$ cat config.mk
export PLATFORM = sky130hd
export DESIGN_NAME = dll_lock_monitor
export DESIGN_NICKNAME = d
export VERILOG_FILES = /design/src/rtl/dll_pkg.sv /design/src/rtl/osc_edge_sync.sv /design/src/rtl/dll_lock_monitor.sv
export SDC_FILE = /design/constraint.sdc
export NUM_CORES = 1
export LEC_CHECK = 0
export BUFFER_PORTS_ARGS = -buffer_cell sky130_fd_sc_hd__buf_4
export CORE_MARGIN = 3
export CORE_UTILIZATION = 27
export CTS_CLUSTER_SIZE = 20
export DETAILED_ROUTE_END_ITERATION = 16
export PLACE_DENSITY = 0.53
export SYNTH_ARGS = -nofsm -noshare
export SYNTH_HDL_FRONTEND = slang
export SYNTH_HIERARCHICAL = 1
export SYNTH_SLANG_ARGS = --single-unit
export TNS_END_PERCENT = 30
$ cat constraint.sdc
create_clock -name clock -period 5.1 [get_ports clock]
set_input_delay 0.255 -clock clock [delete_from_list [all_inputs] [get_ports clock]]
set_output_delay 0.255 -clock clock [all_outputs]
set_load 0.01 [all_outputs]
$ cat src/rtl/dll_pkg.sv
// Shared definitions for the DLL lock monitor and the dll_controller benches:
// FSM state encoding and the default measurement parameters.
package dll_pkg;

    typedef enum logic [1:0] {
        ST_IDLE    = 2'd0,
        ST_ARM     = 2'd1,
        ST_ACQUIRE = 2'd2,
        ST_LOCKED  = 2'd3
    } dll_state_t;

    localparam int DLL_CNT_W    = 8;
    localparam int DLL_TOL      = 1;
    localparam int DLL_LOCK_CNT = 8;

endpackage

$ cat src/rtl/osc_edge_sync.sv
// Brings the asynchronous reference oscillator into the DLL clock domain and
// produces a one-cycle pulse on each synchronized rising edge.
module osc_edge_sync (
    input  logic clock,
    input  logic resetb,
    input  logic osc,
    output logic rise
);

    logic sync1;
    logic sync2;
    logic delayed;

    // Two-flop synchronizer followed by a delay flop for edge detection
    always_ff @(posedge clock or negedge resetb) begin
        if (!resetb) begin
            sync1   <= 1'b0;
            sync2   <= 1'b0;
            delayed <= 1'b0;
        end else begin
            sync1   <= osc;
            sync2   <= sync1;
            delayed <= sync2;
        end
    end

    assign rise = sync2 & ~delayed;

endmodule

$ cat src/rtl/dll_lock_monitor.sv
// Lock detector and frequency meter for the DLL. Counts DLL clock cycles per
// reference-oscillator period, compares against the feedback ratio and
// tracks lock / loss of lock.
module dll_lock_monitor
    import dll_pkg::*;
#(
    parameter int CNT_W    = DLL_CNT_W,
    parameter int TOL      = DLL_TOL,
    parameter int LOCK_CNT = DLL_LOCK_CNT
) (
    input  logic                    clock,
    input  logic                    resetb,
    input  logic                    enable,
    input  logic                    osc,
    input  logic [4:0]              div,
    input  logic                    lost_clr,
    output logic                    locked,
    output logic                    lock_lost,
    output logic                    meas_valid,
    output logic [CNT_W-1:0]        meas_count,
    output logic signed [CNT_W:0]   meas_err
);

    localparam int RUN_W = $clog2(LOCK_CNT + 1);
    localparam logic [CNT_W-1:0] CNT_MAX  = '1;
    localparam logic [CNT_W-1:0] CNT_ONE  = CNT_W'(1);
    localparam logic [RUN_W-1:0] RUN_TGT  = RUN_W'(LOCK_CNT);
    localparam logic [RUN_W-1:0] RUN_LAST = RUN_W'(LOCK_CNT - 1);

    // Period error; one extra bit so neither extreme can overflow
    function automatic logic signed [CNT_W:0] period_err(
        input logic [CNT_W-1:0] n,
        input logic [4:0]       d
    );
        period_err = signed'({1'b0, n}) - signed'((CNT_W+1)'(d));
    endfunction

    // A measurement is good only with a nonzero ratio and |err| within tolerance
    function automatic logic within_tol(
        input logic signed [CNT_W:0] e,
        input logic [4:0]            d
    );
        within_tol = (|d) && (int'(e) <= TOL) && (int'(e) >= -TOL);
    endfunction

    dll_state_t                state;
    logic                      edge_det;
    logic [CNT_W-1:0]          cnt;
    logic [RUN_W-1:0]          good_run;
    logic                      running;
    logic                      capture;
    logic signed [CNT_W:0]     cur_err;
    logic                      cur_good;

    osc_edge_sync u_sync (
        .clock  (clock),
        .resetb (resetb),
        .osc    (osc),
        .rise   (edge_det)
    );

    // A measurement closes on an osc edge or when the counter saturates (stalled osc)
    always_comb begin
        running  = (state == ST_ACQUIRE) || (state == ST_LOCKED);
        capture  = enable && running && (edge_det || (cnt == CNT_MAX));
        cur_err  = period_err(cnt, div);
        cur_good = within_tol(cur_err, div) && (cnt != CNT_MAX || edge_det)
                   && (cnt != CNT_MAX);
    end

    // Period counter: loads 1 on each edge (or timeout) and counts clocks in between
    always_ff @(posedge clock or negedge resetb) begin
        if (!resetb) begin
            cnt <= '0;
        end else if (!enable || state == ST_IDLE) begin
            cnt <= '0;
        end else if (state == ST_ARM) begin
            cnt <= edge_det ? CNT_ONE : '0;
        end else if (capture) begin
            cnt <= CNT_ONE;
        end else begin
            cnt <= cnt + 1'b1;
        end
    end

    // Lock FSM with registered status, capture registers and sticky loss flag
    always_ff @(posedge clock or negedge resetb) begin
        if (!resetb) begin
            state      <= ST_IDLE;
            good_run   <= '0;
            locked     <= 1'b0;
            lock_lost  <= 1'b0;
            meas_valid <= 1'b0;
            meas_count <= '0;
            meas_err   <= '0;
        end else begin
            meas_valid <= 1'b0;
            // Clear first so a simultaneous loss below takes priority
            if (lost_clr) begin
                lock_lost <= 1'b0;
            end
            if (!enable) begin
                state    <= ST_IDLE;
                locked   <= 1'b0;
                good_run <= '0;
            end else begin
                if (capture) begin
                    meas_valid <= 1'b1;
                    meas_count <= cnt;
                    meas_err   <= cur_err;
                end
                case (state)
                    ST_IDLE: begin
                        state <= ST_ARM;
                    end
                    ST_ARM: begin
                        if (edge_det) begin
                            state <= ST_ACQUIRE;
                        end
                    end
                    ST_ACQUIRE: begin
                        if (capture) begin
                            if (cur_good) begin
                                if (good_run == RUN_LAST) begin
                                    state    <= ST_LOCKED;
                                    locked   <= 1'b1;
                                    good_run <= RUN_TGT;
                                end else begin
                                    good_run <= good_run + 1'b1;
                                end
                            end else begin
                                good_run <= '0;
                            end
                        end
                    end
                    ST_LOCKED: begin
                        if (capture && !cur_good) begin
                            state     <= ST_ACQUIRE;
                            locked    <= 1'b0;
                            good_run  <= '0;
                            lock_lost <= 1'b1;
                        end
                    end
                    default: begin
                        state <= ST_IDLE;
                    end
                endcase
            end
        end
    end

endmodule

# Word level (Yosys, flattened, before mapping)

Cells that the tools add are included.

Flip-flop bits (word level): 37
Bits of input ports: 10
Output and inout bits: 20
Word-level logic and storage cells: 78

Add/subtract/negate cells: 3
Order comparisons: 2
Eq/ne operators: 12
Multiplexer cells: 29
Bitwise gates (word level): 2
Reduce and logical (&&, ||, !) cells: 19

Operators by type and width:

| kind                                                                              | number |
|---|---|
| 8-bit two-way mux                                                                 | 3 |
| 4-bit two-way mux                                                                 | 5 |
| 1-bit two-way mux                                                                 | 12 |
| 2-bit two-way mux                                                                 | 6 |
| 5-bit AND reduction                                                               | 2 |
| 9-bit by 1-bit >= comparator with 1-bit output (second input constant)            | 1 |
| 9-bit by 2-bit less-or-equal comparator with 1-bit output (second input constant) | 1 |
| 3-bit != test (second input constant)                                             | 3 |
| 8-bit by 5-bit subtractor with 9-bit output                                       | 1 |
| 8-bit by 1-bit adder with 8-bit output (second input constant)                    | 1 |
| 8-bit == test (second input constant)                                             | 1 |
| 8-bit != test (second input constant)                                             | 1 |
| 2-bit case mux with 4 select lines                                                | 1 |
| 4-bit case mux with 2 select lines                                                | 1 |
| 1-bit logical AND                                                                 | 7 |
| 3-bit by 2-bit != test with 1-bit output (second input constant)                  | 2 |
| 5-bit OR reduction                                                                | 1 |
| 4-bit by 1-bit adder with 4-bit output (second input constant)                    | 1 |
| 2-bit == test (second input constant)                                             | 2 |
| 4-bit by 3-bit == test with 1-bit output (second input constant)                  | 1 |
| 1-bit logical OR                                                                  | 4 |
| 3-bit by 1-bit != test with 1-bit output (second input constant)                  | 1 |
| 3-bit AND reduction                                                               | 1 |
| 2-bit by 1-bit == test with 1-bit output (second input constant)                  | 1 |
| 6 further kinds                                                                   | 7 |

# Longest topological paths before layout

Depth after elaboration: 11
Depth in mapped cells: 18
Depth with buffers taken out: 18

# Cells and area by module

Netlist, hierarchy kept.

By module, submodules not included:

| module           | times used | cells an instance | area each (um2) | seq. area each (um2) |
|---|---|---|---|---|
| dll_lock_monitor | 1          | 210               | 1,910.6         | 850.8 |
| osc_edge_sync    | 1          | 4                 | 88.8            | 75.1 |

# Worst setup path after synthesis

OpenSTA, ideal clock, no wires.

Path type: register to register
Start point: register cnt[0]
End point: register good_run[3]
Setup time: 0.124 ns
Data arrival time: 3.493 ns
Data required time: 4.976 ns
Path slack: 1.483 ns
Stages on the path, launching flop included: 19
Path buffers: 0
Clock period less this slack: 3.617 ns
Cells stage by stage: dfrtp_1 inv_1 ha_1 inv_1 fa_1 a211oi_2 nor2_1 xnor2_2 nor2_1 nand4_1 nor2_1 ha_1 nor2b_1 a21oi_1 nand2_1 or4b_4 o31ai_4 or3_1 a21oi_2

Cells in the longest elaborated chain, start to end: 10
Elaborated cells between the ends (all ways): 21
Classes of those cells: 1 x add/sub; 2 x order compare; 4 x eq/ne; 4 x mux; 10 x reduce/logical

Ends and longest elaborated chain:

| element                                                                                               | RTL line                                         | RTL |
|---|---|---|
| start: declaration                                                                                    | dll_lock_monitor.sv:48                           | `logic [CNT_W-1:0] cnt;` |
| start signal: assignment                                                                              | dll_lock_monitor.sv:78                           | `cnt <= edge_det ? CNT_ONE : '0;` |
| start signal: assignment                                                                              | dll_lock_monitor.sv:82                           | `cnt <= cnt + 1'b1;` |
| 8-bit by 5-bit subtractor with 9-bit output                                                           | dll_lock_monitor.sv:35                           | `period_err = signed'({1'b0, n}) - signed'((CNT_W+1)'(d));` |
| 9-bit by 2-bit less-or-equal comparator with 1-bit output                                             | dll_lock_monitor.sv:43                           | `within_tol = (\|d) && (int'(e) <= TOL) && (int'(e) >= -TOL);` |
| 1-bit logical AND (2 in series)                                                                       | dll_lock_monitor.sv:43                           |  |
| 1-bit logical AND                                                                                     | dll_lock_monitor.sv:67                           | `cur_good = within_tol(cur_err, div) && (cnt != CNT_MAX \|\| edge_det)` |
| 1-bit logical AND                                                                                     | dll_lock_monitor.sv:68                           | `&& (cnt != CNT_MAX);` |
| 4-bit two-way mux / 1-bit zero test (equally long branches)                                           | dll_lock_monitor.sv:123, dll_lock_monitor.sv:137 |  |
| 4-bit two-way mux / 1-bit logical AND (equally long branches)                                         | dll_lock_monitor.sv:122, dll_lock_monitor.sv:137 |  |
| 4-bit case mux with 2 select lines / 3-bit by 2-bit != test with 1-bit output (equally long branches) | --                                               |  |
| 4-bit two-way mux / 3-bit AND reduction (equally long branches)                                       | --                                               |  |
| end signal: assignment                                                                                | dll_lock_monitor.sv:129                          | `good_run <= good_run + 1'b1;` |
| end: declaration                                                                                      | dll_lock_monitor.sv:49                           | `logic [RUN_W-1:0] good_run;` |

Several ways; a longest one is shown, not always the timed one. The select of a mux whose other input is x is not followed.
A chain may end at the register's enable or synchronous reset.

# Worst setup path in the final report

Ends and elaborated chain as after synthesis.

==> metrics.md <==
| Metric | Value |
|---|---|
| Share of cells above drive strength 1 | 0.204 |
| Area share of the largest cell type after synthesis | 0.463 |
| Die Area | 0.00847 mm2 |
| Final hold viol count | 0 |
| Max_cap viols | 0 |
| CTS Sinks | 37 |
| Syn nets | 233 |
| Drt wl/cell | 13.3 um |
| Critical-path cell list | inv_1, ha_1, inv_1, fa_1, a211oi_2, o21ai_2, xnor2_1, nand4_1, nor2_1, ha_1, nor2b_1, a21oi_1, nand2_1, or4b_4, o31ai_4, or3_1, a21oi_2 |
| First-pass GRT wire length | 7650 um |
| Outcome | finished clean |
| Root Driver | clkbuf_8 |
| Via count | 1,594 |
| Finished Cell Area | 0.00241 mm2 |
| Post-synth cell types | 48 |
| Setup crit end kind | flip-flop |
| EDFF count, synth | 0 |
| Fin crit share | 0.776 |
| Syn_area_per_cell | 9.34 um2 |
| Worst path bufs/invs | 2 |
| Synth Register Bits | 37 |
| Grt ovf | 0 |
| # rows | 30 |
| Setup-failing EPs final | 0 |
| Setup WS pre-CTS | 1.20 ns |
| Slew @ Worst Pin | 0.490 ns |
| RSZ-0062 raised after global routing | false |
| Post-Layout Cell Count | 341 |
| Fin nets | 263 |
| Total number of yosys warnings | 6 |
| CTS tree | done |
| Worst Skew | 0.00929 ns |
| Crit-path slowest cell | or4b_4 |
| Type of the worst min-delay path | input pin to flip-flop |
| Hold Worst Slack | 0.0651 ns |
| PD cells | 277 mW/mm2 |
| ANT nets after route | 0 |
| Clock Path Buffers | 2 |
| Yosys top cell by area | dfrtp_1 |
| Clock slew at reported path FFs | 0.08 ns |
| Top FF cell, synth | dfrtp_1 |
| Worst EP required | 5.28 ns |
| Synth-to-layout area growth | 20.5% |
| Final worst slack | 1.14 ns |
| FMAX | 253 MHz |
| CP Launch Type | flip-flop |
| Core area | 0.00698 mm2 |
| Final Slew Violations | 0 |
| Synth async-reset ratio | 1.00 |
| DPL Wire Length | 3320 um |
| Die H | 92.1 um |
| Placed insts | 332 |
| Gpl congestion | 0.869 |
| Relative slew slack | 0.671 |
| # IOs | 30 |
| Post-Route WL | 4540 um |
| CTS Buf Count | 5 |
| N_diodes | 0 |
| Maximum VDD drop | 0.0870 mV |
| Setup CP Type | flip-flop to flip-flop |
| # port buffers | 29 |
| Largest cells by area after synthesis | dfrtp_1, nand2_1, ha_1, xor2_1, inv_1 |
| Crit path time final | 3.96 ns |
| Initial Utilization | 0.286 |
| Netlist Area Pre-Place | 0.00200 mm2 |
| CP Max Fanout | 6 |
| Syn Inst Count | 214 |
| Gr usage total | 0.115 |
| Drt drc | 0 |
| Via-to-Cell Ratio | 4.67 |
| Sum Neg Setup Slack | 0 ns |
| First-pass DRT Iterations | 4 |
| Worst-skew pair later-pin latency | 0.29 ns |
| DR iter-0 viols | 73 |
| CTS resizes | 0 |
| Leakage | 1.13 nW |
| Post-place instance area | 0.00231 mm2 |
| Number of global-route vias before repair | 1,563 |
| H-tree level count | 2 |
| Die width | 92.1 um |
| Delay of the slowest critical-path stage | 0.57 ns |
| Largest net degree at the start of global routing | 38 |
| Worst Path Arrival | 4.13 ns |
| Register area share after synthesis | 0.463 |
| Worst path top cell family by delay | simple AND/OR/NAND/NOR gates |
| Initial antenna violation count | 0 |
## per-stage QoR
stage | total power [W] | util
final | 0.000667 | 0.345
after floorplan | 0.000403 | -
after global placement | 0.000465 | 0.331
after detailed placement | 0.000466 | 0.331
after CTS | 0.000679 | 0.345
after global routing | 0.000709 | 0.345
## metal layers
| metal | GRT usage | vias to the layer above | share of wire |
|---|---|---|---|
| li1 | - | 791 | - |
| met1 | 0.151 | 759 | 0.49 |
| met2 | 0.179 | 39 | 0.45 |
| met3 | 0.0361 | 5 | 0.044 |
| met4 | 0.0408 | 0 | 0.013 |
| met5 | 0 | - | 0 |
## kinds of logic (layout without fill, tap and decap cells)
family,after synthesis,after routing,synth area share
AO/OA/AOI/OAI,40,40,0.159
AND/OR/NAND/NOR,95,95,0.223
XOR/XNOR,11,11,0.0519
flip-flops,37,37,0.463
adder cells (fa/ha/maj),9,9,0.0601
buffers and inverters,22,53,0.0426
## Yosys cell counts (2+ instances only)
| master | count |
|---|---|
| nand2_1 | 50 |
| dfrtp_1 | 37 |
| inv_1 | 15 |
| nor2_1 | 12 |
| ha_1 | 8 |
| a21oi_1 | 7 |
| nand3_1 | 7 |
| xor2_1 | 7 |
| o21ai_0 | 6 |
| clkbuf_1 | 5 |
| a31oi_1 | 3 |
| nand4_1 | 3 |
| nor2b_1 | 3 |
| nor3_1 | 3 |
| nor4_1 | 3 |
| o21ai_1 | 3 |
| xnor2_1 | 3 |
| a21boi_0 | 2 |
| and2_1 | 2 |
| and3_1 | 2 |
| buf_2 | 2 |
| o21a_1 | 2 |
| o21ai_2 | 2 |
| o31ai_1 | 2 |
| or3_1 | 2 |
## final timing paths
check                             start           end  slack, ns  cells after the start
max                              cnt[0]   good_run[3]       1.14                     17
min                                 osc  u_sync/sync1       0.07                      1
max reg2reg                      cnt[0]   good_run[3]       1.14                     17
min reg2reg                u_sync/sync1  u_sync/sync2       0.36                      0
max in group asynchronous        resetb   good_run[3]       4.29                      2
min in group asynchronous        resetb        cnt[3]       0.46                      2
## area by class of cell
class                           instances  area, um2
Inverter                               15       56.3
Sequential cell                        37        926
Fill cell                             742       4570
Timing Repair Buffer                   30        228
Clock inverter                          3       22.5
Clock buffer                            5       68.8
Multi-Input combinational cell        155        988
Tap cell                               96        120
## sequential cells by signal, summed over array words and instances (netlist names)
| signal | count |
|---|---|
| meas_err | 9 |
| cnt | 8 |
| meas_count | 8 |
| good_run | 4 |
| state | 2 |
| lock_lost | 1 |
| locked | 1 |
| meas_valid | 1 |
| u_sync/delayed | 1 |
| u_sync/sync1 | 1 |
| u_sync/sync2 | 1 |
## power by group
| part | internal, W | switching, W | total (W) |
|---|---|---|---|
| sequential | 0.000320 | 0.0000169 | 0.000337 |
| combinational | 0.0000574 | 0.0000642 | 0.000122 |
| clock | 0.0000969 | 0.000112 | 0.000209 |
## repair_timing
| item | CTS | global route |
|---|---|---|
| endpoints found under the hold margin | 37 | 0 |
| endpoints found under the setup margin | 0 | 0 |
| hold buffers | 1 | 0 |
| buffers inserted | 0 | 0 |
## placed cells by master (no fill, tap or decap), types with 2 or more instances in the layout
cell / instances
and3_1: 2
ha_1: 8
buf_4: 29
nor3_1: 3
xnor2_1: 3
o21ai_2: 2
dfrtp_1: 37
o21a_1: 2
o21ai_0: 6
a31oi_1: 3
nor2_1: 12
a21boi_0: 2
nor4_1: 3
xor2_1: 7
nor2b_1: 3
or3_1: 2
nand3_1: 7
and2_1: 2
nand2_1: 50
o31ai_1: 2
clkinv_4: 2
o21ai_1: 3
clkbuf_8: 5
nand4_1: 3
a21oi_1: 7
inv_1: 15
No activity file was read; power rests on OpenSTA's default activity.
